File: src/rtl/wb_master_port_pkg.sv
// wb_master_port_pkg: shared state encoding and default timeout for the Wishbone initiator
package wb_master_port_pkg;
  typedef enum logic [1:0] {WBM_IDLE, WBM_BUS, WBM_RSP} wbm_state_e;
  localparam int WBM_DEFAULT_TIMEOUT = 255;
endpackage

File: src/rtl/wb_master_port_if.sv
// wb_master_port_if: command, response and Wishbone bus signals of the initiator
interface wb_master_port_if #(parameter int ADDR_BITS = 8);
  logic                 cmd_valid;
  logic                 cmd_ready;
  logic [ADDR_BITS-1:2] cmd_addr;
  logic                 cmd_we;
  logic [3:0]           cmd_sel;
  logic [31:0]          cmd_data;
  logic                 rsp_valid;
  logic                 rsp_ready;
  logic [31:0]          rsp_data;
  logic                 rsp_err;
  logic                 wbm_cs_o;
  logic [ADDR_BITS-1:2] wbm_addr_o;
  logic [3:0]           wbm_sel_o;
  logic [31:0]          wbm_data_o;
  logic                 wbm_we_o;
  logic [31:0]          wbm_data_i;
  logic                 wbm_ack_i;
  modport master (
    input  cmd_valid, cmd_addr, cmd_we, cmd_sel, cmd_data, rsp_ready, wbm_data_i, wbm_ack_i,
    output cmd_ready, rsp_valid, rsp_data, rsp_err, wbm_cs_o, wbm_addr_o, wbm_sel_o, wbm_data_o, wbm_we_o
  );
  modport slave (
    output cmd_valid, cmd_addr, cmd_we, cmd_sel, cmd_data, rsp_ready, wbm_data_i, wbm_ack_i,
    input  cmd_ready, rsp_valid, rsp_data, rsp_err, wbm_cs_o, wbm_addr_o, wbm_sel_o, wbm_data_o, wbm_we_o
  );
endinterface

File: src/rtl/wb_master_port.sv
// wb_master_port: turns one valid/ready command into one Wishbone access with ack timeout
module wb_master_port
  import wb_master_port_pkg::*;
#(
  parameter int ADDR_BITS = 8,
  parameter int TIMEOUT   = WBM_DEFAULT_TIMEOUT
) (
  input logic             wbs_clk_i,
  input logic             rst,
  wb_master_port_if.master bus
);
  localparam int CW = $clog2(TIMEOUT + 1);
  localparam logic [CW-1:0] LAST = CW'(TIMEOUT - 1);
  wbm_state_e           state_q, state_d;
  logic [CW-1:0]        cnt_q, cnt_d;
  logic [ADDR_BITS-1:2] addr_q, addr_d;
  logic [3:0]           sel_q, sel_d;
  logic [31:0]          wdata_q, wdata_d;
  logic                 we_q, we_d;
  logic [31:0]          rdata_q, rdata_d;
  logic                 err_q, err_d;
  assign bus.cmd_ready  = (state_q == WBM_IDLE) && !rst;
  assign bus.wbm_cs_o   = state_q == WBM_BUS;
  assign bus.rsp_valid  = state_q == WBM_RSP;
  assign bus.wbm_addr_o = addr_q;
  assign bus.wbm_sel_o  = sel_q;
  assign bus.wbm_data_o = wdata_q;
  assign bus.wbm_we_o   = we_q;
  assign bus.rsp_data   = rdata_q;
  assign bus.rsp_err    = err_q;
  // next state: latch command, wait for ack or timeout (ack wins a tie), hold response until taken
  always_comb begin
    state_d = state_q;
    cnt_d   = cnt_q;
    addr_d  = addr_q;
    sel_d   = sel_q;
    wdata_d = wdata_q;
    we_d    = we_q;
    rdata_d = rdata_q;
    err_d   = err_q;
    case (state_q)
      WBM_IDLE: if (bus.cmd_valid) begin
        state_d = WBM_BUS;
        cnt_d   = '0;
        addr_d  = bus.cmd_addr;
        sel_d   = bus.cmd_sel;
        wdata_d = bus.cmd_data;
        we_d    = bus.cmd_we;
      end
      WBM_BUS: begin
        cnt_d   = bus.wbm_ack_i ? cnt_q : cnt_q + 1'b1;
        state_d = (bus.wbm_ack_i || cnt_q == LAST) ? WBM_RSP : WBM_BUS;
        rdata_d = (bus.wbm_ack_i && !we_q) ? bus.wbm_data_i : 32'h0;
        err_d   = !bus.wbm_ack_i;
      end
      WBM_RSP: state_d = bus.rsp_ready ? WBM_IDLE : WBM_RSP;
      default: state_d = WBM_IDLE;
    endcase
  end
  // state and datapath registers; reset clears every output and discards any pending command
  always_ff @(posedge wbs_clk_i) begin
    if (rst) begin
      state_q <= WBM_IDLE;
      cnt_q   <= '0;
      addr_q  <= '0;
      sel_q   <= '0;
      wdata_q <= '0;
      we_q    <= 1'b0;
      rdata_q <= '0;
      err_q   <= 1'b0;
    end else begin
      state_q <= state_d;
      cnt_q   <= cnt_d;
      addr_q  <= addr_d;
      sel_q   <= sel_d;
      wdata_q <= wdata_d;
      we_q    <= we_d;
      rdata_q <= rdata_d;
      err_q   <= err_d;
    end
  end
endmodule

File: src/flat_wrapper.sv
// flat-port wrapper written by rule: the top's interface ports become plain ports
module wb_master_port_flat import wb_master_port_pkg::*;
#(
  parameter int ADDR_BITS = 8,
  parameter int TIMEOUT   = WBM_DEFAULT_TIMEOUT
)
  (wbs_clk_i, rst, bus_cmd_valid, bus_cmd_addr, bus_cmd_we, bus_cmd_sel, bus_cmd_data, bus_rsp_ready, bus_wbm_data_i, bus_wbm_ack_i, bus_cmd_ready, bus_rsp_valid, bus_rsp_data, bus_rsp_err, bus_wbm_cs_o, bus_wbm_addr_o, bus_wbm_sel_o, bus_wbm_data_o, bus_wbm_we_o);
  wb_master_port_if #(.ADDR_BITS(ADDR_BITS)) bus_i ();
  input logic wbs_clk_i;
  input logic rst;
  input wire logic [$bits(bus_i.cmd_valid)-1:0] bus_cmd_valid;
  input wire logic [$bits(bus_i.cmd_addr)-1:0] bus_cmd_addr;
  input wire logic [$bits(bus_i.cmd_we)-1:0] bus_cmd_we;
  input wire logic [$bits(bus_i.cmd_sel)-1:0] bus_cmd_sel;
  input wire logic [$bits(bus_i.cmd_data)-1:0] bus_cmd_data;
  input wire logic [$bits(bus_i.rsp_ready)-1:0] bus_rsp_ready;
  input wire logic [$bits(bus_i.wbm_data_i)-1:0] bus_wbm_data_i;
  input wire logic [$bits(bus_i.wbm_ack_i)-1:0] bus_wbm_ack_i;
  output wire logic [$bits(bus_i.cmd_ready)-1:0] bus_cmd_ready;
  output wire logic [$bits(bus_i.rsp_valid)-1:0] bus_rsp_valid;
  output wire logic [$bits(bus_i.rsp_data)-1:0] bus_rsp_data;
  output wire logic [$bits(bus_i.rsp_err)-1:0] bus_rsp_err;
  output wire logic [$bits(bus_i.wbm_cs_o)-1:0] bus_wbm_cs_o;
  output wire logic [$bits(bus_i.wbm_addr_o)-1:0] bus_wbm_addr_o;
  output wire logic [$bits(bus_i.wbm_sel_o)-1:0] bus_wbm_sel_o;
  output wire logic [$bits(bus_i.wbm_data_o)-1:0] bus_wbm_data_o;
  output wire logic [$bits(bus_i.wbm_we_o)-1:0] bus_wbm_we_o;
  assign bus_i.cmd_valid = bus_cmd_valid;
  assign bus_i.cmd_addr = bus_cmd_addr;
  assign bus_i.cmd_we = bus_cmd_we;
  assign bus_i.cmd_sel = bus_cmd_sel;
  assign bus_i.cmd_data = bus_cmd_data;
  assign bus_i.rsp_ready = bus_rsp_ready;
  assign bus_i.wbm_data_i = bus_wbm_data_i;
  assign bus_i.wbm_ack_i = bus_wbm_ack_i;
  assign bus_cmd_ready = bus_i.cmd_ready;
  assign bus_rsp_valid = bus_i.rsp_valid;
  assign bus_rsp_data = bus_i.rsp_data;
  assign bus_rsp_err = bus_i.rsp_err;
  assign bus_wbm_cs_o = bus_i.wbm_cs_o;
  assign bus_wbm_addr_o = bus_i.wbm_addr_o;
  assign bus_wbm_sel_o = bus_i.wbm_sel_o;
  assign bus_wbm_data_o = bus_i.wbm_data_o;
  assign bus_wbm_we_o = bus_i.wbm_we_o;
  wb_master_port #(.ADDR_BITS(ADDR_BITS), .TIMEOUT(TIMEOUT)) u_core (.wbs_clk_i(wbs_clk_i), .rst(rst), .bus(bus_i));
endmodule
File: config.mk
export PLATFORM = sky130hd
export DESIGN_NAME = wb_master_port_flat
export DESIGN_NICKNAME = d
export VERILOG_FILES = /design/src/rtl/wb_master_port_pkg.sv /design/src/rtl/wb_master_port_if.sv /design/src/rtl/wb_master_port.sv /design/src/flat_wrapper.sv
export SDC_FILE = /design/constraint.sdc
export NUM_CORES = 1
export LEC_CHECK = 0
export ABC_AREA = 1
export BUFFER_PORTS_ARGS = -buffer_cell sky130_fd_sc_hd__buf_2
export CORE_MARGIN = 2
export CORE_UTILIZATION = 38
export DETAILED_ROUTE_END_ITERATION = 12
export PLACE_DENSITY = 0.69
export SLEW_MARGIN = 20
export SYNTH_ARGS = -nofsm -noshare
export SYNTH_HDL_FRONTEND = slang
export SYNTH_SLANG_ARGS = --single-unit
File: constraint.sdc
create_clock -name wbs_clk_i -period 3.25 [get_ports wbs_clk_i]
set_input_delay 0.65 -clock wbs_clk_i [delete_from_list [all_inputs] [get_ports wbs_clk_i]]
set_output_delay 0.65 -clock wbs_clk_i [all_outputs]
set_load 0.02 [all_outputs]
==> impl_metrics.json, run 1 <==
{
  "cp-end-kind": "output pin",
  "leakagePower_nw": 2.02,
  "switching_share_pct": 28.5,
  "postCtsSetupBuffers": 0,
  "hold_path_class": "register to register",
  "cts_buffers": 9,
  "maxSlewViolCount": 0,
  "worst_pin_slew_ns": 0.674,
  "rows": 33,
  "syn_inst": 378,
  "cts_hold_buf": 0,
  "comb_power_share_pct": 15.9,
  "fin_crit_ns": 2.31,
  "route.detailed.drc": 0,
  "synthDistinctLibCells": 20,
  "wl_mm": 7.62,
  "cp.arrival_ns": 1.66,
  "vias_per_cell": 4.69,
  "crit_chain": "inv_1 > nand2_2 > inv_1 > buf_2",
  "internal_power_mw": 1.63,
  "ys_seq_area_share_pct": 55.2,
  "synth_nets": 460,
  "slew_headroom_pct": 54.9,
  "cp_common_cell": "inv_1",
  "core_area_um2": 8090,
  "cts_buffer_depth": 2,
  "cts-resized-gates": 0,
  "grt_max_degree": 48,
  "slowest_stage": "nand2_2",
  "initial_utilization_pct": 38.5,
  "setup_viol": 0,
  "synth_area_um2": 3120,
  "n_antenna_cell": 0,
  "setup-tns-final_ns": 0,
  "ant_nets": 0,
  "gr-total-overflow": 0,
  "grt_pass1_vias": 2684,
  "clk_latency_ns": 0.35,
  "yosys_warnings": 0,
  "power_mw": 2.28,
  "p_seq_share_pct": 50.5,
  "io_pins": 159,
  "peakVddDrop_uv": 234,
  "clkPwrFrac_pct": 33.6,
  "vias": 2986,
  "wire_per_inst_um": 12.0,
  "detailed_place_hpwl_mm": 5.37,
  "portBuffers": 158,
  "post-route-period-util_pct": 71.1,
  "status": "completed",
  "die_h_um": 94.6,
  "rsz0062_at_grt": "no",
  "grt_pass1_wl_mm": 11.7,
  "gp_congestion": 0.725,
  "hp-start": "u_core.bus.rsp_err",
  "cts.sinks": 86,
  "drtPass1Iterations": 4,
  "holdPathStages": 2,
  "synth_seq_cells": 86,
  "required_ns": 2.60,
  "syn_to_final_growth_pct": 32.7,
  "slowest_delay_ns": 0.50,
  "clock.fmax_ghz": 0.432,
  "p_per_area_nw_per_um2": 551,
  "die_w_um": 94.6,
  "rr_worst_depth": 5,
  "cts_tree": "built",
  "drive_gt1_share_pct": 34.8,
  "nNetsFinal": 609,
  "cts_root_buf": "clkbuf_8",
  "nFillCells": 819,
  "crit_buf_inv": 3,
  "dieArea_um2": 8950,
  "drv_cap": 0,
  "worstReg2RegStart": "u_core.state_q[0]",
  "clk_pin_slew_ns": 0.08,
  "avgSynthCellArea_um2": 8.25,
  "crit_type": "register to output pin",
  "ff_latch_area_um2": 1720,
  "cp-start-kind": "register",
  "ff2ff_setup_slack_ns": 1.19,
  "htree_levels": 3,
  "p_switching_mw": 0.651,
  "antenna_found_initial": 0,
  "critPathMaxFanout": 35,
  "layout_commonest_cell": "buf_2",
  "holdPathEnd": "u_core.bus.rsp_err",
  "final_cell_mix": "158 x buf_2, 129 x nor2_1, 86 x dfxtp_1",
  "fin_skew_ns": 0.00989,
  "final-hold-violation-count": 0,
  "path_delay_family": "simple AND/OR/NAND/NOR gates",
  "grt.total_usage_pct": 16.2,
  "multi_input_comb_area_um2": 1200,
  "regToRegEndpoint": "u_core.bus.rsp_data[6]",
  "drt-initial-drc-count": 92
}
-- stage by stage --
stage | cell area, um2 | cells | hold slack [ns] | util, % | setup slack (ns)
after floorplan | 3120 | 378 | 0.425 | - | 1.22
after global routing | 4140 | 637 | 0.503 | 51.1 | 0.804
after CTS | 4140 | 637 | 0.467 | 51.1 | 0.893
after detailed placement | 3930 | 621 | 0.454 | 48.6 | 1.20
after global placement | 3930 | 621 | 0.437 | 48.6 | 1.26
final | 4140 | 637 | 0.473 | 51.1 | 0.938
-- per-layer routing --
layer	GRT usage [%]	part of all wire, %
met3	5.19	9.3
met1	19.0	44
met2	28.3	46
met5	0	0
met4	5.07	1.2
-- cells in the mapped netlist --
master | n | area [um2]
nor2_1 | 129 | 484
dfxtp_1 | 86 | 1720
o21ai_0 | 43 | 215
a22oi_1 | 32 | 240
nand2_1 | 20 | 75.1
inv_1 | 14 | 52.6
clkbuf_1 | 11 | 41.3
nand3_1 | 9 | 45.0
buf_2 | 8 | 40.0
a21oi_1 | 7 | 35.0
buf_6 | 5 | 56.3
a31oi_1 | 2 | 12.5
ha_1 | 2 | 25.0
nand2_2 | 2 | 12.5
nand4_1 | 2 | 12.5
nor2_2 | 2 | 12.5
inv_4 | 1 | 6.26
nand3b_1 | 1 | 7.51
nor3_4 | 1 | 16.3
or2_2 | 1 | 6.26
-- worst max path at each step --
| stage | endpoint | start | slack, ns | cells past startpoint |
|---|---|---|---|---|
| after floorplan | bus_cmd_ready | rst | 1.22 | 3 |
| after global placement | u_core.bus.rsp_data[7] | u_core.state_q[0] | 1.26 | 5 |
| after CTS | bus_wbm_cs_o | u_core.state_q[1] | 0.89 | 4 |
| after detailed placement | u_core.bus.rsp_data[29] | u_core.state_q[0] | 1.20 | 5 |
| final | bus_wbm_cs_o | u_core.state_q[1] | 0.94 | 4 |
| after global routing | bus_wbm_cs_o | u_core.state_q[1] | 0.80 | 4 |
-- kinds of logic (layout without fill, tap and decap cells) --
kind of cell             count (synthesis)  after routing  share of synthesized area (%)
AO/OA/AOI/OAI                           84             84                           16.1
adder cells (fa/ha/maj)                  2              2                          0.802
flip-flops                              86             86                           55.2
buffers and inverters                   39            193                           6.30
AND/OR/NAND/NOR                        167            167                           21.5
-- worst min-delay path, cell delays in order (launching register included) --
cell and delay (ns):
dfxtp_1 0.31, nand2_1 0.06, a21oi_1 0.05
-- cell type report --
type                            instances  area share (%)
Timing Repair Buffer                  162            19.8
Inverter                               15            1.42
Clock buffer                           10            3.33
Tap cell                              105            3.17
Clock inverter                          6            1.66
Sequential cell                        86            41.6
Multi-Input combinational cell        253            29.0
-- power groups by stage --
stage / Combinational (mW) / Sequential [mW] / Clock (mW)
3_5_place_dp: 0.366 / 1.18 / 0
5_1_grt: 0.403 / 1.16 / 0.831
2_1_floorplan: 0.157 / 1.25 / 0
4_1_cts: 0.367 / 1.15 / 0.789
6_report: 0.362 / 1.15 / 0.766
3_3_place_gp: 0.361 / 1.17 / 0
-- sequential cells by signal, summed over array words and instances, names as in the netlist --
| signal | count |
|---|---|
| u_core.bus.rsp_data | 32 |
| u_core.bus.wbm_addr_o | 6 |
| u_core.bus.wbm_we_o | 1 |
| u_core.state_q | 2 |
| u_core.cnt_q | 8 |
| u_core.bus.wbm_data_o | 32 |
| u_core.bus.rsp_err | 1 |
| u_core.bus.wbm_sel_o | 4 |
(Power assumes the default switching activity.)
==> run 2: changes to the inputs <==
--- a/config.mk
+++ b/config.mk
@@ -5,7 +5,7 @@
 export SDC_FILE = /design/constraint.sdc
 export NUM_CORES = 1
 export LEC_CHECK = 0
-export ABC_AREA = 1
+export ABC_AREA = 0
 export BUFFER_PORTS_ARGS = -buffer_cell sky130_fd_sc_hd__buf_2
 export CORE_MARGIN = 2
 export CORE_UTILIZATION = 38
==> constraint.sdc (replaced) <==
create_clock -name wbs_clk_i -period 2.3 [get_ports wbs_clk_i]
set_input_delay 0.46 -clock wbs_clk_i [delete_from_list [all_inputs] [get_ports wbs_clk_i]]
set_output_delay 0.46 -clock wbs_clk_i [all_outputs]
set_load 0.02 [all_outputs]
==> run 2 against run 1 <==
  * Cell area up 0.42%
  * Flip-flop and latch count unchanged
  * Largest cell class unchanged
  * Combinational power up 23%
  * Setup slack worse by 0.37 ns
  * Die area down 1.6%
  * First-iteration DRC count down 30%
  * Cell count down 4.1%
  * Clock skew up 0.0017 ns
  * Sequential share of layout area down 0.18 points
  * Clock power up 51%
==> impl_metrics.json, run 2 <==
{
  "cts_tree": "built",
  "ys_seq_area_share_pct": 56.1,
  "nNetsFinal": 587,
  "n_antenna_cell": 0,
  "clk_pin_slew_ns": 0.09,
  "p_per_area_nw_per_um2": 770,
  "synth.top_cells.by_area": "dfxtp_1 56%, nand2_1 11%, a22oi_1 7.8%",
  "antenna_found_initial": 0,
  "avgSynthCellArea_um2": 8.64,
  "nFillCells": 752,
  "wire_per_inst_um": 12.5,
  "crit_type": "register to output pin",
  "ys_async_sr_fraction_pct": 0,
  "grt.total_usage_pct": 17.3,
  "yosys_warnings": 0,
  "busiest_layer": "met2",
  "slowest_delay_ns": 0.49,
  "grt_max_degree": 82,
  "slew_headroom_pct": 61.0,
  "synth_seq_cells": 86,
  "gr-usage-met3_pct": 4.65,
  "ys_top_cells_by_count": "89 x nand2_1, 86 x dfxtp_1, 47 x a21oi_1",
  "setup-tns-final_ns": 0,
  "drv_cap": 0,
  "core_area_um2": 7770,
  "cts-resized-gates": 0,
  "grt_pass1_vias": 2735,
  "use_met2_pct": 28.1,
  "required_ns": 1.84,
  "status": "completed",
  "drive_gt1_share_pct": 36.1,
  "synth_edf_count": 0,
  "setup_viol": 0,
  "initial_utilization_pct": 39.5,
  "die_w_um": 93.8,
  "crit_chain": "nand2b_1 > inv_1 > buf_2",
  "fin_skew_ns": 0.0116,
  "fin_util_pct": 53.5,
  "dpl_cell_area_um2": 3940,
  "syn_to_final_growth_pct": 35.5,
  "hold_path_class": "primary input to register",
  "final_area_um2": 4160,
  "syn_inst": 355,
  "clock.fmax_ghz": 0.577,
  "fin_crit_ns": 1.73,
  "cts_hold_buf": 0,
  "io_pins": 159,
  "power_mw": 3.20,
  "gp_congestion": 0.827,
  "worst_pin_slew_ns": 0.582,
  "gr-total-overflow": 0,
  "slowest_stage": "dfxtp_1",
  "cts.sinks": 86,
  "synth_flop_cell": "dfxtp_1",
  "postCtsSetupBuffers": 0,
  "cts_buffers": 9,
  "rsz0062_at_grt": "no",
  "htree_levels": 3,
  "cp-start-kind": "register",
  "worst_slack_ns": 0.567,
  "yosysMostFrequentCell": "nand2_1",
  "route.detailed.drc": 0,
  "die_h_um": 93.8,
  "final_cell_mix": "158 x buf_2, 89 x nand2_1, 86 x dfxtp_1",
  "vias": 2959,
  "final-hold-violation-count": 0,
  "ant_nets": 0,
  "portBuffers": 158,
  "vias_per_cell": 4.84,
  "dp_slack_ns": 0.597,
  "drtPass1Iterations": 4,
  "synth_area_um2": 3070,
  "synth_nets": 437,
  "layout_commonest_cell": "buf_2",
  "cts_root_buf": "clkbuf_8",
  "cp.arrival_ns": 1.27,
  "drt-initial-drc-count": 64,
  "synth_top_area_cell": "dfxtp_1",
  "wl_mm": 7.61,
  "met1_usage_pct": 22.2,
  "critPathMaxFanout": 6,
  "leakagePower_nw": 1.97,
  "path_delay_family": "flip-flops",
  "post-route-period-util_pct": 75.3,
  "synthDistinctLibCells": 26,
  "cp-end-kind": "output pin",
  "crit_buf_inv": 2,
  "clk_latency_ns": 0.34,
  "grt_pass1_wl_mm": 12.3,
  "synth.top_cell.area_share_pct": 56.1,
  "dieArea_um2": 8810,
  "rows": 32,
  "cts_buffer_depth": 2,
  "maxSlewViolCount": 0,
  "detailed_place_hpwl_mm": 5.41,
  "peakVddDrop_uv": 316
}
run 2: cell count changes after synthesis, sizes merged, moves of 5 or more:
cell	delta
xor2	+5
o21ai	-42
inv	-13
nand3	-9
nand2	+67
a21oi	+40
clkbuf	+5
nor2	-87
run 2: logic make-up after synthesis:
logic type,count (synthesis),synth area share (%)
AO/OA/AOI/OAI,86,17.2
flip-flops,86,56.1
adder cells (fa/ha/maj),2,0.816
AND/OR/NAND/NOR,147,20.0
buffers and inverters,28,4.16
XOR/XNOR,6,1.71
run 2: worst min-delay path, delay by kind of cell:
kind	cells	cell delay, ns
AND/OR/NAND/NOR	1	0.04
buffers and inverters	1	0.09
AO/OA/AOI/OAI	1	0.05
run 2: layer usage:
layer	vias to the layer above	share of wire [%]
met5	-	0
met4	0	1.4
met3	10	8.9
met2	125	44
met1	1342	46
li1	1482	-
run 2: area by class of cell:
type,instances,area (um2),area share (%)
Tap cell,102,128,3.07
Sequential cell,86,1720,41.4
Multi-Input combinational cell,241,1220,29.4
Clock buffer,10,138,3.31
Inverter,2,7.51,0.181
Clock inverter,5,82.6,1.99
Timing Repair Buffer,165,856,20.6
run 2: final timing paths:
path / endpoint / slack, ns / depth (start not counted) / startpoint
worst min register to register: u_core.bus.wbm_data_o[26] / 0.45 / 2 / u_core.bus.wbm_data_o[26]
worst max register to register: u_core.bus.rsp_data[11] / 0.58 / 6 / u_core.state_q[0]
worst min-delay path: u_core.bus.wbm_data_o[29] / 0.35 / 3 / bus_cmd_data[29]
worst max-delay path: bus_wbm_cs_o / 0.57 / 3 / u_core.state_q[1]
run 2: power breakdown:
part           internal (mW)  leakage, nW  total, mW  switching, mW
logic                  0.168         1.15      0.447          0.280
clock network          0.640        0.113       1.16          0.517
registers               1.56        0.702       1.60         0.0377
total                   2.37         1.97       3.20          0.834
run 2: through the flow:
step | instances | hold WS, ns
2_1_floorplan | 355 | 0.458
3_3_place_gp | 596 | 0.439
3_5_place_dp | 596 | 0.445
4_1_cts | 611 | 0.326
5_1_grt | 611 | 0.329
6_report | 611 | 0.347
